File: config.mk
export PLATFORM = sky130hd
export DESIGN_NAME = uart_rx_ctrl
export DESIGN_NICKNAME = d
export VERILOG_FILES = /design/src/rtl/uart_rx_ctrl.sv
export SDC_FILE = /design/constraint.sdc
export NUM_CORES = 1
export LEC_CHECK = 0
export CAP_MARGIN = 20
export CORE_MARGIN = 2
export CORE_UTILIZATION = 50
export CTS_CLUSTER_SIZE = 40
export DETAILED_ROUTE_END_ITERATION = 6
export PLACE_DENSITY = 0.79
export SYNTH_ARGS = -nofsm -noshare
export SYNTH_HDL_FRONTEND = slang
export SYNTH_SLANG_ARGS = --single-unit
File: constraint.sdc
create_clock -name clk -period 2.3 [get_ports clk]
set_input_delay 0.23 -clock clk [delete_from_list [all_inputs] [get_ports clk]]
set_output_delay 0.23 -clock clk [all_outputs]
set_load 0.01 [all_outputs]
File: src/rtl/uart_rx_ctrl.sv
// ---------------------------------------------------------------------------------------------
// uart_rx_ctrl
//
// Receive-path controller for the UART RX. Drives the external edge/bit counter (enable plus the
// configuration latched for the current frame) and consumes its edge_cnt / bit_cnt / edge_max.
// Around that counter it detects the start bit, takes a 3-sample majority vote near the middle
// of every bit, deserializes LSB first, checks parity and stop, and presents each good frame as
// p_data with a one-cycle data_valid strobe.
//
// Ports:
//   clk           RX oversampling clock
//   rst           asynchronous, active-low reset
//   rx_in         serial line (already synchronized, idle high)
//   cfg_prescale  oversampling ratio (8/16/32; anything else is taken as 8)
//   cfg_par_en    parity bit present
//   cfg_par_typ   0 = even, 1 = odd
//   edge_cnt      oversample index within the current bit (from the counter)
//   bit_cnt       bit index within the frame (from the counter)
//   edge_max      last oversample of the current bit (from the counter)
//   cnt_enable    counter enable; low clears the counter on the next clock
//   cnt_prescale  latched prescale for the counter
//   cnt_par_en    latched parity enable for the counter
//   p_data        last good payload
//   data_valid    one-cycle strobe marking a good frame
//   par_err       parity error of the last frame
//   stp_err       stop error of the last frame
//   rx_busy       high whenever the controller is not idle
// ---------------------------------------------------------------------------------------------
module uart_rx_ctrl #(
    parameter int unsigned DATA_WIDTH   = 8,
    parameter int unsigned MAX_PRESCALE = 32,
    parameter int unsigned PRSC_WIDTH   = $clog2(MAX_PRESCALE) + 1,
    parameter int unsigned FRAME_WIDTH  = $clog2(DATA_WIDTH + 3) + 1
) (
    input  logic                   clk,
    input  logic                   rst,
    input  logic                   rx_in,
    input  logic [PRSC_WIDTH-1:0]  cfg_prescale,
    input  logic                   cfg_par_en,
    input  logic                   cfg_par_typ,
    input  logic [PRSC_WIDTH-2:0]  edge_cnt,
    input  logic [FRAME_WIDTH-2:0] bit_cnt,
    input  logic                   edge_max,
    output logic                   cnt_enable,
    output logic [PRSC_WIDTH-1:0]  cnt_prescale,
    output logic                   cnt_par_en,
    output logic [DATA_WIDTH-1:0]  p_data,
    output logic                   data_valid,
    output logic                   par_err,
    output logic                   stp_err,
    output logic                   rx_busy
);

    // -----------------------------------------------------------------------------------------
    // Constants
    // -----------------------------------------------------------------------------------------
    localparam logic [2:0] StIdle   = 3'd0;
    localparam logic [2:0] StStart  = 3'd1;
    localparam logic [2:0] StData   = 3'd2;
    localparam logic [2:0] StParity = 3'd3;
    localparam logic [2:0] StStop   = 3'd4;

    localparam logic [PRSC_WIDTH-1:0]  Presc8     = PRSC_WIDTH'(8);
    localparam logic [PRSC_WIDTH-1:0]  Presc16    = PRSC_WIDTH'(16);
    localparam logic [PRSC_WIDTH-1:0]  Presc32    = PRSC_WIDTH'(32);
    localparam logic [FRAME_WIDTH-2:0] BitCntLast = (FRAME_WIDTH - 1)'(DATA_WIDTH);

    // -----------------------------------------------------------------------------------------
    // State and registers
    // -----------------------------------------------------------------------------------------
    logic [2:0]            state_q, state_d;
    logic [DATA_WIDTH-1:0] shift_q, shift_d;
    logic [DATA_WIDTH-1:0] p_data_q, p_data_d;
    logic                  data_valid_q, data_valid_d;
    logic                  par_err_q, par_err_d;
    logic                  stp_err_q, stp_err_d;
    logic [PRSC_WIDTH-1:0] prescale_q, prescale_d;
    logic                  par_en_q, par_en_d;
    logic                  par_typ_q, par_typ_d;

    // Sampler
    logic s0_q;
    logic s1_q;
    logic sampled_bit_q;
    logic sample_valid_q;

    logic                  busy;
    logic                  cfg_prescale_ok;
    logic                  majority;
    logic [PRSC_WIDTH-1:0] edge_ext;
    logic [PRSC_WIDTH-1:0] half;
    logic [PRSC_WIDTH-1:0] pos_s0;
    logic [PRSC_WIDTH-1:0] pos_s1;
    logic [PRSC_WIDTH-1:0] pos_maj;

    assign busy = (state_q != StIdle);

    // Only the documented ratios are accepted; anything else falls back to 8.
    assign cfg_prescale_ok = (cfg_prescale == Presc8) ||
                             ((MAX_PRESCALE >= 16) && (cfg_prescale == Presc16)) ||
                             ((MAX_PRESCALE >= 32) && (cfg_prescale == Presc32));

    // -----------------------------------------------------------------------------------------
    // Mid-bit sampling: s0 at P/2-1, s1 at P/2, vote with the live line at P/2+1. The strobe
    // is registered so it is high during the cycle where edge_cnt = P/2+2.
    // -----------------------------------------------------------------------------------------
    assign edge_ext = {1'b0, edge_cnt};
    assign half     = prescale_q >> 1;
    assign pos_s0   = half - PRSC_WIDTH'(1);
    assign pos_s1   = half;
    assign pos_maj  = half + PRSC_WIDTH'(1);
    assign majority = (s0_q & s1_q) | (s0_q & rx_in) | (s1_q & rx_in);

    always_ff @(posedge clk or negedge rst) begin
        if (!rst) begin
            s0_q           <= 1'b0;
            s1_q           <= 1'b0;
            sampled_bit_q  <= 1'b0;
            sample_valid_q <= 1'b0;
        end else begin
            if (busy && (edge_ext == pos_s0)) begin
                s0_q <= rx_in;
            end
            if (busy && (edge_ext == pos_s1)) begin
                s1_q <= rx_in;
            end
            if (busy && (edge_ext == pos_maj)) begin
                sampled_bit_q <= majority;
            end
            // Gated by busy so a counter that has not cleared yet after an exit cannot fire.
            sample_valid_q <= busy && (edge_ext == pos_maj);
        end
    end

    // -----------------------------------------------------------------------------------------
    // Frame FSM and datapath next-state
    // -----------------------------------------------------------------------------------------
    always_comb begin
        state_d      = state_q;
        shift_d      = shift_q;
        p_data_d     = p_data_q;
        data_valid_d = 1'b0;
        par_err_d    = par_err_q;
        stp_err_d    = stp_err_q;
        prescale_d   = prescale_q;
        par_en_d     = par_en_q;
        par_typ_d    = par_typ_q;

        case (state_q)
            StIdle: begin
                if (!rx_in) begin
                    state_d    = StStart;
                    par_err_d  = 1'b0;
                    stp_err_d  = 1'b0;
                    prescale_d = cfg_prescale_ok ? cfg_prescale : Presc8;
                    par_en_d   = cfg_par_en;
                    par_typ_d  = cfg_par_typ;
                end
            end

            StStart: begin
                if (sample_valid_q && sampled_bit_q) begin
                    // Line went back high before mid-bit: glitch, not a start bit.
                    state_d = StIdle;
                end else if (edge_max && (bit_cnt == '0)) begin
                    state_d = StData;
                end
            end

            StData: begin
                if (sample_valid_q) begin
                    shift_d = {sampled_bit_q, shift_q[DATA_WIDTH-1:1]};
                end
                if (edge_max && (bit_cnt == BitCntLast)) begin
                    state_d = par_en_q ? StParity : StStop;
                end
            end

            StParity: begin
                if (sample_valid_q) begin
                    par_err_d = sampled_bit_q != (^shift_q ^ par_typ_q);
                end
                if (edge_max) begin
                    state_d = StStop;
                end
            end

            StStop: begin
                // Leave in the middle of the stop bit so a start bit right behind it is seen.
                if (sample_valid_q) begin
                    stp_err_d = ~sampled_bit_q;
                    if (!par_err_q && sampled_bit_q) begin
                        p_data_d     = shift_q;
                        data_valid_d = 1'b1;
                    end
                    state_d = StIdle;
                end
            end

            default: begin
                state_d = StIdle;
            end
        endcase
    end

    always_ff @(posedge clk or negedge rst) begin
        if (!rst) begin
            state_q      <= StIdle;
            shift_q      <= '0;
            p_data_q     <= '0;
            data_valid_q <= 1'b0;
            par_err_q    <= 1'b0;
            stp_err_q    <= 1'b0;
            prescale_q   <= Presc8;
            par_en_q     <= 1'b0;
            par_typ_q    <= 1'b0;
        end else begin
            state_q      <= state_d;
            shift_q      <= shift_d;
            p_data_q     <= p_data_d;
            data_valid_q <= data_valid_d;
            par_err_q    <= par_err_d;
            stp_err_q    <= stp_err_d;
            prescale_q   <= prescale_d;
            par_en_q     <= par_en_d;
            par_typ_q    <= par_typ_d;
        end
    end

    // -----------------------------------------------------------------------------------------
    // Outputs
    // -----------------------------------------------------------------------------------------
    assign cnt_enable   = busy;
    assign rx_busy      = busy;
    assign cnt_prescale = prescale_q;
    assign cnt_par_en   = par_en_q;
    assign p_data       = p_data_q;
    assign data_valid   = data_valid_q;
    assign par_err      = par_err_q;
    assign stp_err      = stp_err_q;

endmodule

## After elaboration in Yosys (flattened, before gate mapping)

Cells that the tools add are included.

| cells by class | value |
|---|---|
| $add $sub $neg | 2 |
| $mul | 0 |
| divide/modulo/power cells | 0 |
| magnitude comparators | 0 |
| eq/ne operators | 18 |
| shifts and indexed selects | 0 |
| multiplexer cells | 17 |
| bitwise logic cells | 8 |
| reductions and logical operators | 22 |

Operator list:

| kind | count |
|---|---|
| $mux W3 | 7 |
| $pmux W3 S5 | 1 |
| $eq A5 B6 Y1 | 2 |
| $ne A2 B2 Y1 const B | 5 |
| $reduce_and A3 Y1 | 3 |
| $reduce_xor A8 Y1 | 1 |
| $logic_and A1 B1 Y1 | 7 |
| $add A5 B1 Y6 const B | 1 |
| $eq A3 B2 Y1 const B | 2 |
| $eq A6 B4 Y1 const B | 1 |
| $eq A6 B5 Y1 const B | 1 |
| $eq A6 B6 Y1 const B | 1 |
| $mux W1 | 6 |
| $mux W6 | 1 |
| $sub A5 B1 Y6 const B | 1 |
| $eq A5 B5 Y1 | 1 |
| $reduce_and A5 Y1 | 1 |
| $eq A4 B4 Y1 const B | 1 |
| $logic_not A4 Y1 | 1 |
| $pmux W1 S2 | 2 |
| $reduce_and A2 Y1 | 2 |
| $reduce_bool A2 Y1 | 2 |
| $and A1 B1 Y1 | 3 |
| $eq A3 B1 Y1 const B | 1 |
| 10 further kinds | 13 |

| word-level totals | value |
|---|---|
| register bits after elaboration | 34 |
| bits in latches | 0 |
| memory bits (writable) | 0 |
| ROM bits | 0 |
| input port bits | 21 |
| output and inout bits | 20 |
| memories | 0 |

## Logic depth before layout (Yosys ltp)

| logic depth | value |
|---|---|
| depth in word-level cells | 5 |
| mapped depth | 7 |
| depth with buffers taken out | 7 |

## Least setup slack after synthesis

No wires, ideal clock.

| path | value |
|---|---|
| path type | register to register |
| from | reg prescale_q[1] (netlist: cnt_prescale[1]) |
| to | reg s0_q |
| setup time | 0.128 ns |
| data arrival time | 1.762 ns |
| required time | 2.172 ns |
| setup slack | 0.410 ns |
| cell stages (with the launch flop) | 8 |
| buffers on the path | 0 |
| path through | dfrtp_1 inv_1 ha_1 nor2b_1 nand2_1 a311o_1 a211oi_2 mux2_1 |

| between the ends | value |
|---|---|
| word-level cells in the longest chain between the ends | 3 |

Ends and longest elaborated chain:

| item | line | text |
|---|---|---|
| start, declared | 77 | `logic [PRSC_WIDTH-1:0] prescale_q, prescale_d;` |
| start signal, assigned | 214 | `prescale_q <= Presc8;` |
| start signal, assigned | 224 | `prescale_q <= prescale_d;` |
| $sub A5 B1 Y6 | 109 | `assign pos_s0 = half - PRSC_WIDTH'(1);` |
| $eq A5 B6 Y1 | 121 | `if (busy && (edge_ext == pos_s0)) begin` |
| $logic_and A1 B1 Y1 | 121 |  |
| end signal, assigned | 122 | `s0_q <= rx_in;` |
| end, declared | 82 | `logic s0_q;` |

Every way passes these cells.
A chain may end at the register's enable or synchronous reset.

## Worst setup path in the final report

| path | value |
|---|---|
| from | reg state_q[0] |
| to | out cnt_enable |

| between the ends | value |
|---|---|
| word-level cells in the longest chain between the ends | 1 |

Ends and longest elaborated chain:

| item | line | text |
|---|---|---|
| start, declared | 71 | `logic [2:0] state_q, state_d;` |
| start signal, assigned | 208 | `state_q <= StIdle;` |
| start signal, assigned | 218 | `state_q <= state_d;` |
| $reduce_bool A3 Y1 | 96 | `assign busy = (state_q != StIdle);` |
| end, declared | 44 | `output logic cnt_enable,` |

Every way passes these cells.

==> results.sh <==
export IMPL_r2r_cells=7
export IMPL_synth_main_ff_cell="dfrtp_1"
export IMPL_crit_path_end="cnt_enable"
export IMPL_hold_viol=0
export IMPL_fin_area_mm2=0.00229
export IMPL_worst_r2r_endpoint="s0_q"
export IMPL_startpoint_type="register"
export IMPL_finalSetupViolCount=0
export IMPL_worstSetupStartpoint="state_q[0]"
export IMPL_dpl_instance_area_mm2=0.00223
export IMPL_tns_ps=0
export IMPL_status="finished, final reports clean"
export IMPL_rsz0062_at_grt="no"
export IMPL_cts_resized=0
export IMPL_cts_tree="built"
export IMPL_cts_clk_slew_worst_paths_ps=110
export IMPL_nNetsFinal=224
export IMPL_antenna_cells=0
export IMPL_ys_seq_area_share_pct=46.7
export IMPL_min_path_type="in -> async"
export IMPL_p_leak_nw=0.998
export IMPL_dieHeight_um=64.4
export IMPL_dr_pass1_iters=5
export IMPL_maxSlewHeadroom_pct=68.9
export IMPL_p_total_mw=1.80
export IMPL_syn_area_mm2=0.00183
export IMPL_clk_path_buf_depth=2
export IMPL_slew_viol_final=0
export IMPL_synth_edf_count=0
export IMPL_critPathSlowestCell="clkdlybuf4s50_1"
export IMPL_vias=1318
export IMPL_cp_required_ps=2070
export IMPL_grt_pass1_wl_mm=6.49
export IMPL_finalCritPeriodShare_pct=90.1
export IMPL_timing_rr_start="cnt_prescale[2]"
export IMPL_routed_wirelength_mm=3.61
export IMPL_cts_root_buf="clkbuf_4"
export IMPL_cts_setup_buffers=0
export IMPL_initialDrtViolationCount=56
export IMPL_overflow=0
export IMPL_vias_per_cell=5.31
export IMPL_dpl_cell_count=240
export IMPL_drive_above_1_share_pct=18.3
export IMPL_clk_latency_ps=340
export IMPL_hold_ws_ps=275
export IMPL_io_pins=41
export IMPL_grt_use_total_pct=20.6
export IMPL_syn_inst=161
export IMPL_h_tree_depth=2
export IMPL_dieArea_mm2=0.00415
export IMPL_portBuffers=40
export IMPL_fp_dieW_um=64.4
export IMPL_max_freq_mhz=482
export IMPL_fp_coreArea_mm2=0.00342
export IMPL_synth_nets=184
export IMPL_clock_skew_ps=8.88
export IMPL_yosys_warnings=0
export IMPL_start_util_pct=53.4
export IMPL_hold_buffers=0
export IMPL_grt_pass1_vias=1419
export IMPL_period_needed_ps=2070
export IMPL_postRouteAntennaNets=0
export IMPL_hpwl_mm=2.72
export IMPL_cts_sinks=34
export IMPL_antenna_found_initial=0
export IMPL_gp_congestion=0.830
export IMPL_cp_end_kind="primary output"
export IMPL_critPathMaxStageDelay_ps=530
export IMPL_syn_avg_cell_area_um2=11.3
export IMPL_critPathArrivalTime_ps=1840
export IMPL_drc=0
export IMPL_grt_max_degree=35
export IMPL_worst_slew_pin_slew_ps=466
export IMPL_critPathKind="reg -> out"
export IMPL_powerDensity_mw_per_mm2=787
export IMPL_fin_cells=248
export IMPL_drv_cap=0
export IMPL_row_count=21
export IMPL_numCtsBuffers=5
export IMPL_synth_async_reset_ratio_pct=100
export IMPL_regToRegSetupSlack_ps=270
export IMPL_wl_per_cell_um=14.5
export IMPL_syn_to_final_growth_pct=25.5
export IMPL_vdd_ir_drop_max_v=0.000409
export IMPL_ys_types=41
export IMPL_synth_seq_cells=34
export IMPL_crit_fanout=9
export IMPL_path_cells="or3_1 -> clkdlybuf4s50_1"
==> routing by layer <==
layer	share of wire [%]	global-route usage (%)	wire length, um	vias up
met5	0	0	0	-
met4	1.3	6.38	48	0
met3	6.7	7.29	241	6
met2	51	35.0	1830	44
met1	41	24.6	1490	633
li1	-	-	-	635
==> worst min-delay path by stage <==
stage | end | slack (ps) | depth (start not counted)
final | p_data[4] | 270 | 2
after floorplan | cnt_par_en | -70 | 0
after global placement | cnt_prescale[0] | 470 | 1
after detailed placement | cnt_prescale[0] | 490 | 1
after global routing | p_data[5] | 290 | 2
after CTS | shift_q[0] | 290 | 2
==> sequential cells by signal, indices dropped and copies added (netlist names), 3 cells and up <==
| name | count |
|---|---|
| shift_q | 8 |
| state_q | 3 |
| p_data | 8 |
| cnt_prescale | 6 |
==> where the power goes <==
group          total, mW  switching [mW]  internal, mW  leakage, nW
Clock              0.349           0.202         0.147       0.0343
Combinational      0.653           0.308         0.345        0.503
Sequential         0.801           0.115         0.686        0.461
Total               1.80           0.625          1.18        0.998
==> metrics by stage <==
step	util [%]	setup WS [ps]
finish	67.1	227
global route	67.1	124
CTS	67.1	213
detailed placement	65.2	283
global placement	65.2	411
floorplan	-	410
==> placed cells by master (no fill, tap or decap), drive strengths merged <==
cell type,netlist,final
a21oi,4,4
xor2,9,9
a311o,1,1
nand2b,7,7
or3,1,1
and2b,1,1
o31ai,2,2
ha,2,2
and2,2,2
nand4b,2,2
nor2,9,9
nor3,3,3
clkdlybuf4s50,0,40
o32ai,1,1
xnor2,9,9
dfstp,1,1
mux2,22,22
nor2b,2,2
and3,1,1
nand3,5,5
nand3b,1,1
o211ai,1,1
mux2i,2,2
clkinvlp,0,1
clkinv,0,1
maj3,1,1
or4,1,1
dfrtp,33,33
nor4,2,2
clkbuf,0,6
nand2,17,17
buf,8,1
o21ai,3,3
o221ai,1,1
a211oi,1,1
inv,5,5
or4b,1,1
==> synth_stat cells (2+ instances only) <==
cell type | instances | area, um2
dfrtp_1 | 33 | 826
mux2_2 | 20 | 225
nand2_1 | 17 | 63.8
nor2_1 | 9 | 33.8
xnor2_1 | 9 | 78.8
xor2_1 | 8 | 70.1
nand2b_1 | 6 | 37.5
inv_1 | 5 | 18.8
nand3_1 | 5 | 25.0
a21oi_1 | 4 | 20.0
buf_2 | 3 | 15.0
buf_6 | 3 | 33.8
o21ai_0 | 3 | 15.0
and2_1 | 2 | 12.5
buf_4 | 2 | 15.0
ha_1 | 2 | 25.0
mux2i_1 | 2 | 20.0
nand4b_1 | 2 | 17.5
nor2b_1 | 2 | 12.5
nor3_1 | 2 | 10.0
o31ai_1 | 2 | 15.0
==> final cells by class <==
type	count	area, um2
repair buffers	41	408
multi-input cells	114	891
well taps	46	57.6
inverters	5	18.8
flip-flops and latches	34	852
fillers	280	1120
clock buffers	6	51.3
clock inverters	2	12.5
==> worst max-delay path, delay by kind of cell (launching register included) <==
kind | cells | cell delay (ps)
DFF | 1 | 480
buffers and inverters | 1 | 530
and+or+nand+nor | 1 | 510
==> cells by family (layout without fill, tap and decap cells) <==
| group | after synthesis | count (layout) | share of synthesized area, % |
|---|---|---|---|
| DFF | 34 | 34 | 46.7 |
| adders and majority gates | 3 | 3 | 1.92 |
| AOI/OAI and AO/OA | 14 | 14 | 5.69 |
| muxes | 24 | 24 | 14.9 |
| buffers and inverters | 13 | 54 | 4.52 |
| and+or+nand+nor | 55 | 55 | 17.3 |
| xor gates and xnor gates | 18 | 18 | 9.05 |
No activity file was read; power rests on OpenSTA's default activity.
